[src/rtl/keypad_scanner.sv]
// rtl/keypad_scanner.sv - row-scanning matrix keypad controller with debounce and event handshake
module keypad_scanner #(
    parameter  int N_ROWS   = 4,
    parameter  int N_COLS   = 3,
    parameter  int SCAN_DIV = 1000,
    parameter  int DEBOUNCE = 4,
    localparam int CODE_W   = $clog2(N_ROWS * N_COLS)
) (
    input  logic              CLK,
    input  logic              RST,
    input  logic [N_COLS-1:0] cols,
    output logic [N_ROWS-1:0] rows,
    input  logic              ack,
    output logic              valid,
    output logic [CODE_W-1:0] data,
    output logic              press,
    output logic              overflow
);

    localparam int ROW_W = $clog2(N_ROWS);
    localparam int COL_W = (N_COLS > 1) ? $clog2(N_COLS) : 1;
    localparam int DIV_W = $clog2(SCAN_DIV);
    localparam int DEB_W = $clog2(DEBOUNCE + 1);

    typedef enum logic [1:0] {
        SCAN   = 2'd0,
        DEB_DN = 2'd1,
        HELD   = 2'd2,
        DEB_UP = 2'd3
    } state_t;

    state_t              state_q, state_d;
    logic [ROW_W-1:0]    row_q, row_d;
    logic [DIV_W-1:0]    dwell_q, dwell_d;
    logic [DEB_W-1:0]    deb_q, deb_d;
    logic [N_COLS-1:0]   col_q, col_d;
    logic                valid_q, valid_d;
    logic [CODE_W-1:0]   data_q, data_d;
    logic                ovf_q, ovf_d;

    logic                sample;
    logic                col_hit;
    logic                confirm;
    logic                deb_done;
    logic [DEB_W-1:0]    deb_inc;
    logic [ROW_W-1:0]    row_next;
    logic [N_COLS-1:0]   lowest;
    logic [COL_W-1:0]    col_idx;
    logic [CODE_W-1:0]   code;

    assign sample   = (dwell_q == DIV_W'(SCAN_DIV - 1));
    assign dwell_d  = sample ? '0 : dwell_q + DIV_W'(1);
    assign col_hit  = |(cols & col_q);
    assign row_next = (row_q == ROW_W'(N_ROWS - 1)) ? '0 : row_q + ROW_W'(1);
    // Two's-complement trick isolates the lowest set column.
    assign lowest   = cols & (~cols + N_COLS'(1));
    assign deb_inc  = deb_q + DEB_W'(1);
    assign deb_done = (deb_inc == DEB_W'(DEBOUNCE));

    always_comb begin
        col_idx = '0;
        for (int i = 0; i < N_COLS; i++) begin
            if (col_d[i]) col_idx = COL_W'(i);
        end
        code = CODE_W'(int'(row_q) * N_COLS + int'(col_idx));
    end

    always_comb begin
        state_d = state_q;
        row_d   = row_q;
        deb_d   = deb_q;
        col_d   = col_q;
        confirm = 1'b0;
        case (state_q)
            SCAN: begin
                if (sample) begin
                    if (cols == '0) begin
                        row_d = row_next;
                    end else begin
                        col_d = lowest;
                        deb_d = DEB_W'(1);
                        if (DEBOUNCE == 1) begin
                            state_d = HELD;
                            deb_d   = '0;
                            confirm = 1'b1;
                        end else begin
                            state_d = DEB_DN;
                        end
                    end
                end
            end
            DEB_DN: begin
                if (sample) begin
                    if (col_hit) begin
                        deb_d = deb_inc;
                        if (deb_done) begin
                            state_d = HELD;
                            deb_d   = '0;
                            confirm = 1'b1;
                        end
                    end else begin
                        state_d = SCAN;
                        row_d   = row_next;
                        deb_d   = '0;
                    end
                end
            end
            HELD: begin
                // Only the latched column matters here; other keys never roll over.
                if (sample && !col_hit) begin
                    if (DEBOUNCE == 1) begin
                        state_d = SCAN;
                        row_d   = row_next;
                        deb_d   = '0;
                    end else begin
                        state_d = DEB_UP;
                        deb_d   = DEB_W'(1);
                    end
                end
            end
            DEB_UP: begin
                if (sample) begin
                    if (!col_hit) begin
                        deb_d = deb_inc;
                        if (deb_done) begin
                            state_d = SCAN;
                            row_d   = row_next;
                            deb_d   = '0;
                        end
                    end else begin
                        state_d = HELD;
                        deb_d   = '0;
                    end
                end
            end
            default: begin
                state_d = SCAN;
                deb_d   = '0;
            end
        endcase
    end

    // A same-cycle ack frees the slot, so a new confirm may overwrite it.
    always_comb begin
        valid_d = valid_q;
        data_d  = data_q;
        ovf_d   = ovf_q;
        if (valid_q && ack) valid_d = 1'b0;
        if (confirm) begin
            if (!valid_q || ack) begin
                valid_d = 1'b1;
                data_d  = code;
            end else begin
                ovf_d = 1'b1;
            end
        end
    end

    always_ff @(posedge CLK) begin
        if (RST) begin
            state_q <= SCAN;
            row_q   <= '0;
            dwell_q <= '0;
            deb_q   <= '0;
            col_q   <= '0;
            valid_q <= 1'b0;
            data_q  <= '0;
            ovf_q   <= 1'b0;
        end else begin
            state_q <= state_d;
            row_q   <= row_d;
            dwell_q <= dwell_d;
            deb_q   <= deb_d;
            col_q   <= col_d;
            valid_q <= valid_d;
            data_q  <= data_d;
            ovf_q   <= ovf_d;
        end
    end

    assign rows     = N_ROWS'(1) << row_q;
    assign valid    = valid_q;
    assign data     = data_q;
    assign press    = (state_q == HELD) || (state_q == DEB_UP);
    assign overflow = ovf_q;

endmodule

[config.mk]
export PLATFORM = sky130hd
export DESIGN_NAME = keypad_scanner
export DESIGN_NICKNAME = d
export VERILOG_FILES = /design/src/rtl/keypad_scanner.sv
export SDC_FILE = /design/constraint.sdc
export NUM_CORES = 1
export LEC_CHECK = 0
export ABC_AREA = 0
export CAP_MARGIN = 20
export CORE_MARGIN = 1.5
export CORE_UTILIZATION = 30
export CTS_CLUSTER_DIAMETER = 100
export DETAILED_ROUTE_END_ITERATION = 10
export DONT_BUFFER_PORTS = 1
export PLACE_DENSITY = 0.5
export SYNTH_ARGS = -nofsm -noshare
export SYNTH_HDL_FRONTEND = slang
export SYNTH_SLANG_ARGS = --single-unit
[constraint.sdc]
create_clock -name CLK -period 4.1 [get_ports CLK]
set_clock_uncertainty 0.15 [all_clocks]
set_input_delay 0.82 -clock CLK [delete_from_list [all_inputs] [get_ports CLK]]
set_output_delay 0.82 -clock CLK [all_outputs]
set_load 0.1 [all_outputs]
==> results.toml <==
[synth]
yosysSeqAreaShare_pct = 34.7
syn_inst = 168
synth_xor_area_share_pct = 5.26
synth_compound_area_share_pct = 16.8
synthAdderAreaFrac_pct = 10.2
yosysTopAreaCellShare_pct = 34.7
syn_area_per_cell_um2 = 8.92
yosys.area_share.simple_pct = 26.0
synth_ff_type = "dfxtp_1"
synth.top_cells.by_count = "dfxtp_1 (26), a21oi_1 (16), nor3_1 (10), ha_1 (9), nor2_1 (9)"
ys.warnings.count = 0
synth_most_common_cell = "dfxtp_1"
synth_top_family_by_area = "simple AND/OR/NAND/NOR gates"
synth_cell_type_count = 46
async_flop_share_pct = 0
synth_area_um2 = 1500
synth_top_area_cell = "dfxtp_1"
synth_mux_area_share_pct = 2.75
synth_area_leaders = "dfxtp_1 (35%), ha_1 (7.5%), a21oi_1 (5.3%), xnor2_1 (3.5%), nor3_1 (3.3%)"
synth_fp_nets = 185
synth-edff-count = 0
synth_seq_cells = 26

[power]
p_switching_mw = 0.0877
seq_power_share_pct = 59.4
swShare_pct = 20.2
total_power_mw = 0.434
ir_worst_vdd_uv = 105
pwr-share-clk_pct = 38.5
power.leakage_nw = 0.572
powerDensity_nw_per_um2 = 268
combPwrFrac_pct = 2.2
power.internal_mw = 0.346

[finish]
num_antenna_cells = 0
areaGrowthSynthToFinish_pct = 8.18
n_fill_cell = 502
stdcell_area_um2 = 1620
final_nets = 184
drive_gt1_share_pct = 10.8
fin_util_pct = 34.1

[clocking]
cts_max_path_buffers = 2
ctsResizeCount = 0
cts_hold_buf = 0
numCtsBuffers = 3
clock_sinks = 26
clock_latency_ns = 0.27
clock-root-buffer = "clkbuf_8"
clkTransAtPathRegs_ns = 0.09
cts-htree-levels = 1
cts_tree = "yes"
post-cts-setup-buffers = 0

[setup_path]
arrival_ns = 3.55
crit_family = "adder cells"
start_kind = "register"
max_stage_delay_ns = 0.53
worstPathMaxFanout = 8
crit_buf_inv = 1
cp.required_ns = 4.12
critPathKind = "register to register"
crit_path_cell_trace = "ha_1 -> nand4b_2 -> or3_1 -> nor3_1 -> a21oi_1 -> fa_1 -> ha_1 -> inv_1 -> fa_1 -> and4_1 -> nor3_2"
critical-path-slowest-cell = "or3_1"
critical_path.endpoint_type = "register"

[timing]
max_clock_freq_mhz = 284
tightest_slew_ns = 1.00
tns_ns = 0
setup_viol = 0
finalHoldViolCount = 0
fin_crit_ns = 3.53
final_max_slew_viol_count = 0
finalCritPeriodShare_pct = 86.0
maxSlewHeadroom_pct = 33.2
rsz0062_at_grt = "false"

[floorplan]
core-area_um2 = 4750
io_pins = 17
die_h_um = 73.7
initial_core_util_pct = 31.5
fp.dieArea_um2 = 5430
num_rows = 25
die_x_um = 73.7

[status]
outcome = "complete, no violations"

[routing]
drt_iter0_markers = 58
vias = 1257
wl_per_cell_um = 14.3
vias_per_cell = 5.39
drc = 0
wl_um = 3330
ant_nets = 0
dr.pass1.iters = 7

[global_routing]
grt_antenna_before_repair = 0
grt_max_degree = 30
grt_pass1_vias = 1159
overflow = 0
grt_pass1_wl_um = 5510
grt_usage_pct = 13.2

[placed_design]
io_buffers = 0
hpwl_um = 2370
gp_congestion = 0.765
placed_area_um2 = 1570

[worst_hold_path]
hold_path_class = "register to register"

[job]
maxCapViolations = 0
-- sequential cells by signal, summed over array words and instances (netlist names), named ones only --
| register | cells |
|---|---|
| dwell_q | 10 |
| data | 4 |
| col_q | 3 |
| deb_q | 3 |
| row_q | 2 |
| overflow | 1 |
| state_q | 1 |
| valid | 1 |
-- metrics by stage --
stage | worst slack (ns) | cells | hold WS [ns]
floorplan | 0.874 | 168 | 0.294
global placement | 0.751 | 229 | 0.306
detailed placement | 0.615 | 229 | 0.313
CTS | 0.589 | 233 | 0.326
global route | 0.432 | 233 | 0.341
finish | 0.573 | 233 | 0.327
-- metal layers --
metal	vias up	share of wire, %	global-route usage [%]
met5	-	0	0
met4	0	1.7	4.53
met3	6	4.9	3.43
met2	32	46	21.4
met1	599	48	16.8
li1	620	-	-
-- power groups by stage --
stage / Sequential [mW] / Combinational, mW / Clock [mW]
after CTS: 0.257 / 0.00945 / 0.172
final: 0.257 / 0.00938 / 0.167
after detailed placement: 0.263 / 0.00933 / 0
after global placement: 0.263 / 0.00927 / 0
after floorplan: 0.263 / 0.0119 / 0
after global routing: 0.258 / 0.0106 / 0.187
-- final timing paths --
check | cells past startpoint | slack [ns] | endpoint | startpoint
worst min register to register | 2 | 0.33 | col_q[0] | col_q[0]
worst max register to register | 11 | 0.57 | data[2] | dwell_q[0]
worst max-delay path | 11 | 0.57 | data[2] | dwell_q[0]
worst min-delay path | 2 | 0.33 | col_q[0] | col_q[0]
-- cells by family after synthesis --
family	after synthesis
AND/OR/NAND/NOR	65
adder cells (fa/ha/maj)	11
AO/OA/AOI/OAI	38
XOR/XNOR	9
flip-flops	26
multiplexers	4
buffers and inverters	15
-- worst register-to-register path, stage by stage, from the launching register on --
cell and delay (ns):
dfxtp_1 0.37, ha_1 0.25, nand4b_2 0.21, or3_1 0.53
nor3_1 0.35, a21oi_1 0.15, fa_1 0.51, ha_1 0.14
inv_1 0.05, fa_1 0.48, and4_1 0.19, nor3_2 0.04
-- placed cells by master (no fill, tap or decap), types with 3 or more instances in the layout --
cell type  count
o31ai_1        3
xor2_1         3
nor2_1         9
clkbuf_8       4
mux2i_1        3
a31oi_1        3
inv_1          5
dfxtp_1       26
nor2b_1        5
and4_1         3
nand2_1        6
nor4_1         4
nand2b_1       3
ha_1           9
nand4_1        6
nor3_1        10
buf_4          4
xnor2_1        6
nand3_1        5
a21oi_1       16
-- final cells by class --
cell class / instances / area (µm²) / share of cell area (%)
Tap cell: 67 / 83.8 / 5.17
Sequential cell: 26 / 520 / 32.1
Inverter: 5 / 18.8 / 1.16
Clock buffer: 4 / 55.1 / 3.40
Timing Repair Buffer: 4 / 30.0 / 1.85
Multi-Input combinational cell: 127 / 913 / 56.3
(Power assumes the default switching activity.)
